## src/rtl/mood_display_seq_pkg.sv

```systemverilog
// Shared display-stage types and constants: FSM states, page numbers,
// blank pattern and the hex-digit segment lookup.
package mood_display_seq_pkg;

  typedef enum logic {
    ST_SHOW  = 1'b0,
    ST_ALERT = 1'b1
  } state_t;

  localparam logic [2:0] PG_STATUS    = 3'd0;
  localparam logic [2:0] PG_HUNGER    = 3'd1;
  localparam logic [2:0] PG_HAPPINESS = 3'd2;
  localparam logic [2:0] PG_HEALTH    = 3'd3;
  localparam logic [2:0] PG_HYGIENE   = 3'd4;
  localparam logic [2:0] PG_ENERGY    = 3'd5;
  localparam logic [2:0] PG_SOCIAL    = 3'd6;
  localparam logic [2:0] PG_ALERT     = 3'd7;

  localparam logic [6:0] SEG_BLANK = 7'h00;

  // Segment patterns {g,f,e,d,c,b,a}; element n is the glyph for digit n.
  localparam logic [15:0][6:0] HEX7_TABLE = {
    7'h71, 7'h79, 7'h5E, 7'h39, 7'h7C, 7'h77, 7'h6F, 7'h7F,
    7'h07, 7'h7D, 7'h6D, 7'h66, 7'h4F, 7'h5B, 7'h06, 7'h3F
  };

  function automatic logic [6:0] hex7(input logic [3:0] value);
    return HEX7_TABLE[value];
  endfunction

endpackage

```

## src/rtl/mood_display_seq_if.sv

```systemverilog
// Display-stage bundle: live pet stats in, registered display drive out.
interface mood_display_seq_if;
  import mood_display_seq_pkg::*;

  logic       hold;
  logic [6:0] status;
  logic [3:0] hunger;
  logic [3:0] happiness;
  logic [3:0] health;
  logic [3:0] hygiene;
  logic [3:0] energy;
  logic [3:0] social;
  logic [6:0] seg_out;
  logic       dp;
  logic [2:0] page_idx;
  logic       alert;

  modport master (
    output hold, status, hunger, happiness, health, hygiene, energy, social,
    input  seg_out, dp, page_idx, alert
  );

  modport slave (
    input  hold, status, hunger, happiness, health, hygiene, energy, social,
    output seg_out, dp, page_idx, alert
  );
endinterface

```

## src/rtl/mood_display_seq_seg7.sv

```systemverilog
// Combinational hex digit to 7-segment encoder, shared by display stages.
module seg7_hex_encoder
  import mood_display_seq_pkg::*;
(
  input  logic [3:0] value,
  output logic [6:0] seg
);

  assign seg = hex7(value);

endmodule

```

## src/rtl/mood_display_seq.sv

```systemverilog
// Pages the mood pattern and six stats onto the 7-segment display, one page
// per dwell tick, and pre-empts rotation with a blinking health alert while
// the pet is critical.
module mood_display_seq
  import mood_display_seq_pkg::*;
#(
  parameter logic [23:0] TICK_COUNT  = 24'd10_000_000,
  parameter logic [3:0]  HUNGER_CRIT = 4'd12,
  parameter logic [3:0]  HEALTH_CRIT = 4'd3
) (
  input  logic                clk,
  input  logic                rst_n,
  input  logic                ena,
  mood_display_seq_if.slave   disp
);

  logic [23:0] tick_cnt;
  logic        tick;
  logic        crit;
  state_t      state;
  logic [2:0]  page;
  logic        blink;

  logic [3:0]  nibble;
  logic [6:0]  hex_seg;
  logic [6:0]  seg_nxt;
  logic        dp_nxt;
  logic [2:0]  idx_nxt;

  logic [6:0]  seg_p1;
  logic        dp_p1;
  logic [2:0]  idx_p1;
  logic        alert_p1;

  assign tick = ena && (tick_cnt == TICK_COUNT - 24'd1);
  assign crit = (disp.hunger >= HUNGER_CRIT) || (disp.health <= HEALTH_CRIT);

  // Dwell divider: free-runs while enabled and wraps on the tick cycle.
  always_ff @(posedge clk or negedge rst_n) begin
    if (!rst_n) begin
      tick_cnt <= '0;
    end else if (ena) begin
      tick_cnt <= tick ? 24'd0 : tick_cnt + 24'd1;
    end
  end

  // Page/alert FSM, advanced only on dwell ticks; alert overrides hold.
  always_ff @(posedge clk or negedge rst_n) begin
    if (!rst_n) begin
      state <= ST_SHOW;
      page  <= PG_STATUS;
      blink <= 1'b0;
    end else if (tick) begin
      unique case (state)
        ST_SHOW: begin
          if (crit) begin
            state <= ST_ALERT;
            blink <= 1'b1;
          end else if (!disp.hold) begin
            page <= (page == PG_SOCIAL) ? PG_STATUS : page + 3'd1;
          end
        end
        ST_ALERT: begin
          if (!crit) begin
            state <= ST_SHOW;
            page  <= PG_STATUS;
            blink <= 1'b0;
          end else begin
            blink <= ~blink;
          end
        end
        default: state <= ST_SHOW;
      endcase
    end
  end

  // Pick the nibble to render: health during alert, else the page's stat.
  always_comb begin
    nibble = 4'h0;
    if (state == ST_ALERT) begin
      nibble = disp.health;
    end else begin
      case (page)
        PG_HUNGER:    nibble = disp.hunger;
        PG_HAPPINESS: nibble = disp.happiness;
        PG_HEALTH:    nibble = disp.health;
        PG_HYGIENE:   nibble = disp.hygiene;
        PG_ENERGY:    nibble = disp.energy;
        PG_SOCIAL:    nibble = disp.social;
        default:      nibble = 4'h0;
      endcase
    end
  end

  seg7_hex_encoder u_hex (
    .value (nibble),
    .seg   (hex_seg)
  );

  // Output mux: raw mood on page 0, hex stat elsewhere, blinking health in alert.
  always_comb begin
    seg_nxt = SEG_BLANK;
    dp_nxt  = 1'b0;
    idx_nxt = page;
    if (state == ST_ALERT) begin
      seg_nxt = blink ? hex_seg : SEG_BLANK;
      idx_nxt = PG_ALERT;
    end else if (page == PG_STATUS) begin
      seg_nxt = disp.status;
    end else begin
      seg_nxt = hex_seg;
      dp_nxt  = 1'b1;
    end
  end

  // Output registers refresh every enabled cycle so live stat edits show next cycle.
  always_ff @(posedge clk or negedge rst_n) begin
    if (!rst_n) begin
      seg_p1   <= SEG_BLANK;
      dp_p1    <= 1'b0;
      idx_p1   <= PG_STATUS;
      alert_p1 <= 1'b0;
    end else if (ena) begin
      seg_p1   <= seg_nxt;
      dp_p1    <= dp_nxt;
      idx_p1   <= idx_nxt;
      alert_p1 <= (state == ST_ALERT);
    end
  end

  assign disp.seg_out  = seg_p1;
  assign disp.dp       = dp_p1;
  assign disp.page_idx = idx_p1;
  assign disp.alert    = alert_p1;

endmodule

```

## src/flat_wrapper.sv

```systemverilog
// flat-port wrapper written by rule: the top's interface ports become plain ports
module mood_display_seq_flat import mood_display_seq_pkg::*;
#(
  parameter logic [23:0] TICK_COUNT  = 24'd10_000_000,
  parameter logic [3:0]  HUNGER_CRIT = 4'd12,
  parameter logic [3:0]  HEALTH_CRIT = 4'd3
)
  (clk, rst_n, ena, disp_hold, disp_status, disp_hunger, disp_happiness, disp_health, disp_hygiene, disp_energy, disp_social, disp_seg_out, disp_dp, disp_page_idx, disp_alert);
  mood_display_seq_if disp_i ();
  input  logic clk;
  input  logic rst_n;
  input  logic ena;
  input wire logic [$bits(disp_i.hold)-1:0] disp_hold;
  input wire logic [$bits(disp_i.status)-1:0] disp_status;
  input wire logic [$bits(disp_i.hunger)-1:0] disp_hunger;
  input wire logic [$bits(disp_i.happiness)-1:0] disp_happiness;
  input wire logic [$bits(disp_i.health)-1:0] disp_health;
  input wire logic [$bits(disp_i.hygiene)-1:0] disp_hygiene;
  input wire logic [$bits(disp_i.energy)-1:0] disp_energy;
  input wire logic [$bits(disp_i.social)-1:0] disp_social;
  output wire logic [$bits(disp_i.seg_out)-1:0] disp_seg_out;
  output wire logic [$bits(disp_i.dp)-1:0] disp_dp;
  output wire logic [$bits(disp_i.page_idx)-1:0] disp_page_idx;
  output wire logic [$bits(disp_i.alert)-1:0] disp_alert;
  assign disp_i.hold = disp_hold;
  assign disp_i.status = disp_status;
  assign disp_i.hunger = disp_hunger;
  assign disp_i.happiness = disp_happiness;
  assign disp_i.health = disp_health;
  assign disp_i.hygiene = disp_hygiene;
  assign disp_i.energy = disp_energy;
  assign disp_i.social = disp_social;
  assign disp_seg_out = disp_i.seg_out;
  assign disp_dp = disp_i.dp;
  assign disp_page_idx = disp_i.page_idx;
  assign disp_alert = disp_i.alert;
  mood_display_seq #(.TICK_COUNT(TICK_COUNT), .HUNGER_CRIT(HUNGER_CRIT), .HEALTH_CRIT(HEALTH_CRIT)) u_core (.clk(clk), .rst_n(rst_n), .ena(ena), .disp(disp_i));
endmodule
```

## config.mk

```make
export PLATFORM = sky130hd
export DESIGN_NAME = mood_display_seq_flat
export DESIGN_NICKNAME = d
export VERILOG_FILES = /design/src/rtl/mood_display_seq_pkg.sv /design/src/rtl/mood_display_seq_if.sv /design/src/rtl/mood_display_seq_seg7.sv /design/src/rtl/mood_display_seq.sv /design/src/flat_wrapper.sv
export SDC_FILE = /design/constraint.sdc
export NUM_CORES = 1
export LEC_CHECK = 0
export CAP_MARGIN = 20
export CORE_UTILIZATION = 50
export DETAILED_ROUTE_END_ITERATION = 8
export MAX_ROUTING_LAYER = met4
export PLACE_DENSITY = 0.8
export SLEW_MARGIN = 20
export SYNTH_ARGS = -nofsm -noshare
export SYNTH_HDL_FRONTEND = slang
export SYNTH_SLANG_ARGS = --single-unit
```

## constraint.sdc

```tcl
create_clock -name clk -period 6.8 [get_ports clk]
set_input_delay 2.04 -clock clk [delete_from_list [all_inputs] [get_ports clk]]
set_output_delay 2.04 -clock clk [all_outputs]
set_load 0.02 [all_outputs]
```

Yosys cells after proc, flatten, opt, wreduce, memory -nomap -nowiden --
Memory sizes are Yosys's and may differ from the RTL's. Cells that the tools add are included.
Word-level totals: word-level logic and storage cells 51, bits of input ports 35, memories 1, memory bits (read-only) 112, bits in latches 0, RAM bits 0, register bits after elaboration 41
Cells by class: div/mod/pow operators 0, bitwise gates (word level) 2, add/subtract/negate cells 2, eq/ne operators 11, shift operators 0, reduce and logical (&&, ||, !) cells 5, muxes and demuxes 19, multiply operators 0, magnitude comparators 3
Memories:
- (name not given) | depth 16, bits a word 7, read ports 1, clocked after Yosys merged registers in 0, wr ports 0, line mood_display_seq_pkg.sv:28 | return HEX7_TABLE[value];
Operators by type and width (number):
- $mux 7 | 4
- $add 24x1->24 const B | 1
- $eq 24x24->1 const B | 1
- $mux 24 | 1
- $pmux 4 s6 | 1
- $mux 3 | 5
- $eq 3x3->1 const B | 3
- $eq 3x2->1 const B | 2
- $ne 2x2->1 const B | 3
- $pmux 3 s2 | 1
- $lt 4x5->1 const B | 1
- $mux 1 | 5
- $ge 4x4->1 const B | 1
- $le 4x2->1 const B | 1
- $mux 4 | 1
- $reduce_and 4->1 | 1
- $add 3x1->3 const B | 1
- $eq 3x1->1 const B | 1
- $logic_not 3->1 | 1
- $ne 2x1->1 const B | 1
- $not 1->1 | 2
- $pmux 1 s2 | 1
- $reduce_and 2->1 | 1
- $logic_and 1x1->1 | 1
- $logic_or 1x1->1 | 1

Logic depth before layout (Yosys ltp) --
depth after elaboration 7, gate-level depth with buffers 11, gate-level depth less buffers 10

By module --
A second synthesis with hierarchy kept.
Unflattened totals: cells, all modules 272, area total of the unflattened synthesis 2565.0 um2
By module, submodules not included:
- mood_display_seq | sequential area each 1026.0 um2, instances 1, area each 2277.2 um2, cells each 239
- seg7_hex_encoder | sequential area each 0.0 um2, instances 1, area each 287.8 um2, cells each 33

Worst setup path before layout --
Ideal clock, no wire load.
path kind input port to flip-flop, start point input port disp_social[1], end point register u_core.seg_p1[1], in the netlist u_core.disp.seg_out[1], required time 6.659 ns, arrival time 3.909 ns, stages 8, path slack 2.750 ns, cell sequence mux2_1 -> a221o_1 -> a32oi_1 -> inv_1 -> ha_1 -> o31a_1 -> o21ai_1 -> a31oi_1
Between the ends: longest elaborated chain between the ends 6
RTL lines:
- start, declared | line flat_wrapper.sv:20 | input wire logic [$bits(disp_i.social)-1:0] disp_social;
- $pmux 4 s6 * | line mood_display_seq.sv:83 | case (page)
- $mux 4 * | line mood_display_seq.sv:80 | if (state == ST_ALERT) begin
- $mem_v2 16x7 *
- $mux 7 (not written as such) * | line mood_display_seq_pkg.sv:28
- $mux 7 (on tied branches) | line mood_display_seq.sv:108, mood_display_seq.sv:106
- $mux 7 * | line mood_display_seq.sv:105 | if (state == ST_ALERT) begin
- end signal, assigned | line mood_display_seq.sv:124 | seg_p1 <= seg_nxt;
- end, declared | line mood_display_seq.sv:30 | logic [6:0] seg_p1;
Mark *: on every way between the ends. The rest lies on a longest branch, timed or not. The select of a mux whose other input is x is not followed. A chain may end at the register's enable or synchronous reset.

Final worst setup path --
start point input port ena, end point register u_core.page[0]
Between the ends: longest elaborated chain between the ends 2
RTL lines:
- start, declared | line flat_wrapper.sv:12 | input logic ena;
- $logic_and 1x1->1 | line mood_display_seq.sv:35 | assign tick = ena && (tick_cnt == TICK_COUNT - 24'd1);
- $reduce_and 4->1 (no source line)
- end signal, assigned | line mood_display_seq.sv:60 | page <= (page == PG_SOCIAL) ? PG_STATUS : page + 3'd1;
- end, declared | line mood_display_seq.sv:21 | logic [2:0] page;
Every way passes these cells.

==> metrics.txt <==
status=finished, final reports clean; num rows=25; met2 usage=0.355; postcts setup bufs=0; post-synth top area cell=dfrtp_1; Port Buf Inserts=46; Slew @ Worst Pin=0.996 ns; Post-CTS Hold Buffers=0; Antenna Nets Post-Route=0; DRT iter0 DRCs=72; core area=0.00472 sq mm; Setup WS pre-CTS=1.83 ns; initial cell density of the core=0.522; xor and xnor fraction of the mapped netlist area=0.0711; Clock Path Buffers=2; fin worst setup slack=2.12 ns; element type at the critical path end=flop; Seq/Total Area, Yosys=0.416; Syn Area/Cell=9.74 sq um; YS warnings=0; Post-Syn Nets=297; largest family of logic cells by synthesized area=simple AND/OR/NAND/NOR gates; # setup viols final=0; worst path arrival time=4.92 ns; die area=0.00521 sq mm; global routing usage on met1=0.287; setup TNS=0 ns; clock tree from TritonCTS=yes; WL final=5190 um; antenna violations before repair=0; Worst-path clk slew=0.07 ns; drt drc=0; IR drop worst, VDD=76.0 uV; Final Hold Viols=0; R2R setup slack=3.78 ns; Inserted Clock Buffers=5; CTS root buf=clkbuf_8; HP Class=flop to flop; Post-Synth Simple-Gate Area=0.178; Period Utilization, post-route=0.689; CP Data Required Time=7.04 ns; overall routing resource usage=0.227; GR peak layer=met2; Post-layout nets=342; worst skew pair latency=0.29 ns; Detailed Place HPWL=3790 um; Post-synth EDFFs=0; R2R cell count=9; WHS Path Cells=1; Synth Area in Adders=0.0457; fin crit period=4.68 ns; cell area after synthesis=0.00246 sq mm; Final Core Density=0.644; crit path max-delay cell type=clkdlybuf4s50_1; CP Max Fanout=30; post-synth top area share=0.416; pin count of the biggest net entering global routing=42; Synth Area in Compound Gates=0.168; M3 GR Usage=0.0444; layout cells sized above 1=0.0803; Worst path max stage delay=1.13 ns; Die Span X=72.2 um; proportion of synthesized area in mux cells=0.0767; Pre-antenna DRT Iters=5; top_reg_cell synth=dfrtp_1; Yosys reg bits=41; Vias=2,029; Area Overhead vs Synth=23.5%; P_leak=1.29 nW; Unique masters post-synth=47; gp weighted congestion=0.818; Avg WL per Cell=14.2 um; RSZ-0062 raised after global routing=no; pwr dens=176 mW/mm^2; routed vias/inst=5.54; share of synthesized registers carrying an async set or reset=1.00; I/O Pins=47; post-CTS sizing=0; cell count after synthesis=253; fillers=381; CTS sink cnt=41; Setup crit start kind=input port; vias in the first global route=2,036; CTS H-tree depth=2; first-pass GRT wire length=8950 um; Max Slew Vio Count=0; max-cap violations=0; design area=0.00304 sq mm; Placement Cell Area=0.00295 sq mm; ant diodes=0; top cells by area, synth=dfrtp_1 42%, ha_1 4.6%, mux2i_1 4.5%; fmax=0.214 GHz; Congestion Overflow GR=0; clock skew=0.00567 ns; worst path cell trace=clkdlybuf4s50_1 > nand4_1 > nor4_4 > buf_4 > nand2_2 > a2111oi_0 > a21o_1; die span in y=72.2 um; Slew HR=0.334; WS Path Type=input port to flop; WHS=0.500 ns
-- metal layers --
layer	up-vias	share of wire
li1	992	-
met1	948	0.45
met2	74	0.47
met3	15	0.049
met4	0	0.026
met5	-	0
-- through the flow --
step           cells  total power, W
5_1_grt          366        0.000562
3_3_place_gp     358        0.000385
3_5_place_dp     358        0.000387
6_report         366        0.000536
2_1_floorplan    253        0.000340
4_1_cts          366        0.000540
-- critical path: cells and delay by family --
family | cells | cell delay, ns
buffers and inverters | 2 | 1.38
and+or+nand+nor | 3 | 0.96
AOI/OAI and AO/OA | 2 | 0.53
-- synth_stat cells, types with 5 or more instances --
library cell	n
nor2_1	29
clkbuf_1	5
mux2_2	6
o21ai_0	7
xor2_1	9
mux2i_1	11
xnor2_1	11
a31oi_1	7
nand2_1	21
dfrtp_1	41
nand4_1	5
ha_1	9
inv_1	14
nand3_1	10
a21oi_1	11
-- report_power, final --
part	internal (W)	switching, W	total (W)
registers	0.000268	0.0000225	0.000290
logic	0.0000504	0.0000424	0.0000928
clock network	0.0000711	0.0000813	0.000152
total	0.000389	0.000146	0.000536
-- worst paths after layout --
| check | to | from |
|---|---|---|
| min in group asynchronous | u_core.disp.seg_out[6]$_DFFE_PN0P_ | rst_n |
| max | u_core.page[0]$_DFFE_PN0P_ | ena |
| max in group asynchronous | u_core.tick_cnt[9]$_DFFE_PN0P_ | rst_n |
| min | u_core.tick_cnt[11]$_DFFE_PN0P_ | u_core.tick_cnt[11]$_DFFE_PN0P_ |
| min reg2reg | u_core.tick_cnt[11]$_DFFE_PN0P_ | u_core.tick_cnt[11]$_DFFE_PN0P_ |
| max reg2reg | u_core.disp.seg_out[1]$_DFFE_PN0P_ | u_core.page[2]$_DFFE_PN0P_ |
-- layout by cell type (no fill, tap or decap), drive strengths merged, types with 2 or more instances in the layout --
cell,count
clkdlybuf4s50,45
dfrtp,41
nor2,29
nand2,22
inv,14
a21oi,11
mux2i,11
xnor2,11
nand3,10
xor2,9
ha,9
o21ai,9
a31oi,7
mux2,7
clkbuf,6
nand4,5
a221o,4
nor3,4
o221ai,4
nor2b,3
and3,3
a32oi,3
o21a,2
a211o,2
and2,2
o31a,2
o22ai,2
a2111oi,2
a21o,2
clkinv,2
a2bb2oi,2
nor4,2
buf,2
-- final cells by class --
class	count	area [sq um]	area share
tap	67	83.8	0.0276
clock inverter	2	10.0	0.00329
inverter	14	52.6	0.0173
timing repair buffer	47	463	0.152
clock buffer	6	72.6	0.0239
sequential	41	1030	0.337
multi-input combinational	189	1330	0.439
-- flip-flops by register name (all words and copies together) (netlist names) --
name,flops
u_core.blink,1
u_core.disp.seg_out,7
u_core.state,1
u_core.disp.page_idx,3
u_core.tick_cnt,24
u_core.disp.alert,1
u_core.page,3
u_core.disp.dp,1
-- logic make-up (layout without fill, tap and decap cells) --
family / Yosys count / count (layout)
AND/OR/NAND/NOR: 87 / 87
buffers and inverters: 23 / 69
XOR/XNOR: 20 / 20
multiplexers: 18 / 18
AO/OA/AOI/OAI: 55 / 55
flip-flops: 41 / 41
adder cells (fa/ha/maj): 9 / 9
No activity file was read; power rests on OpenSTA's default activity.
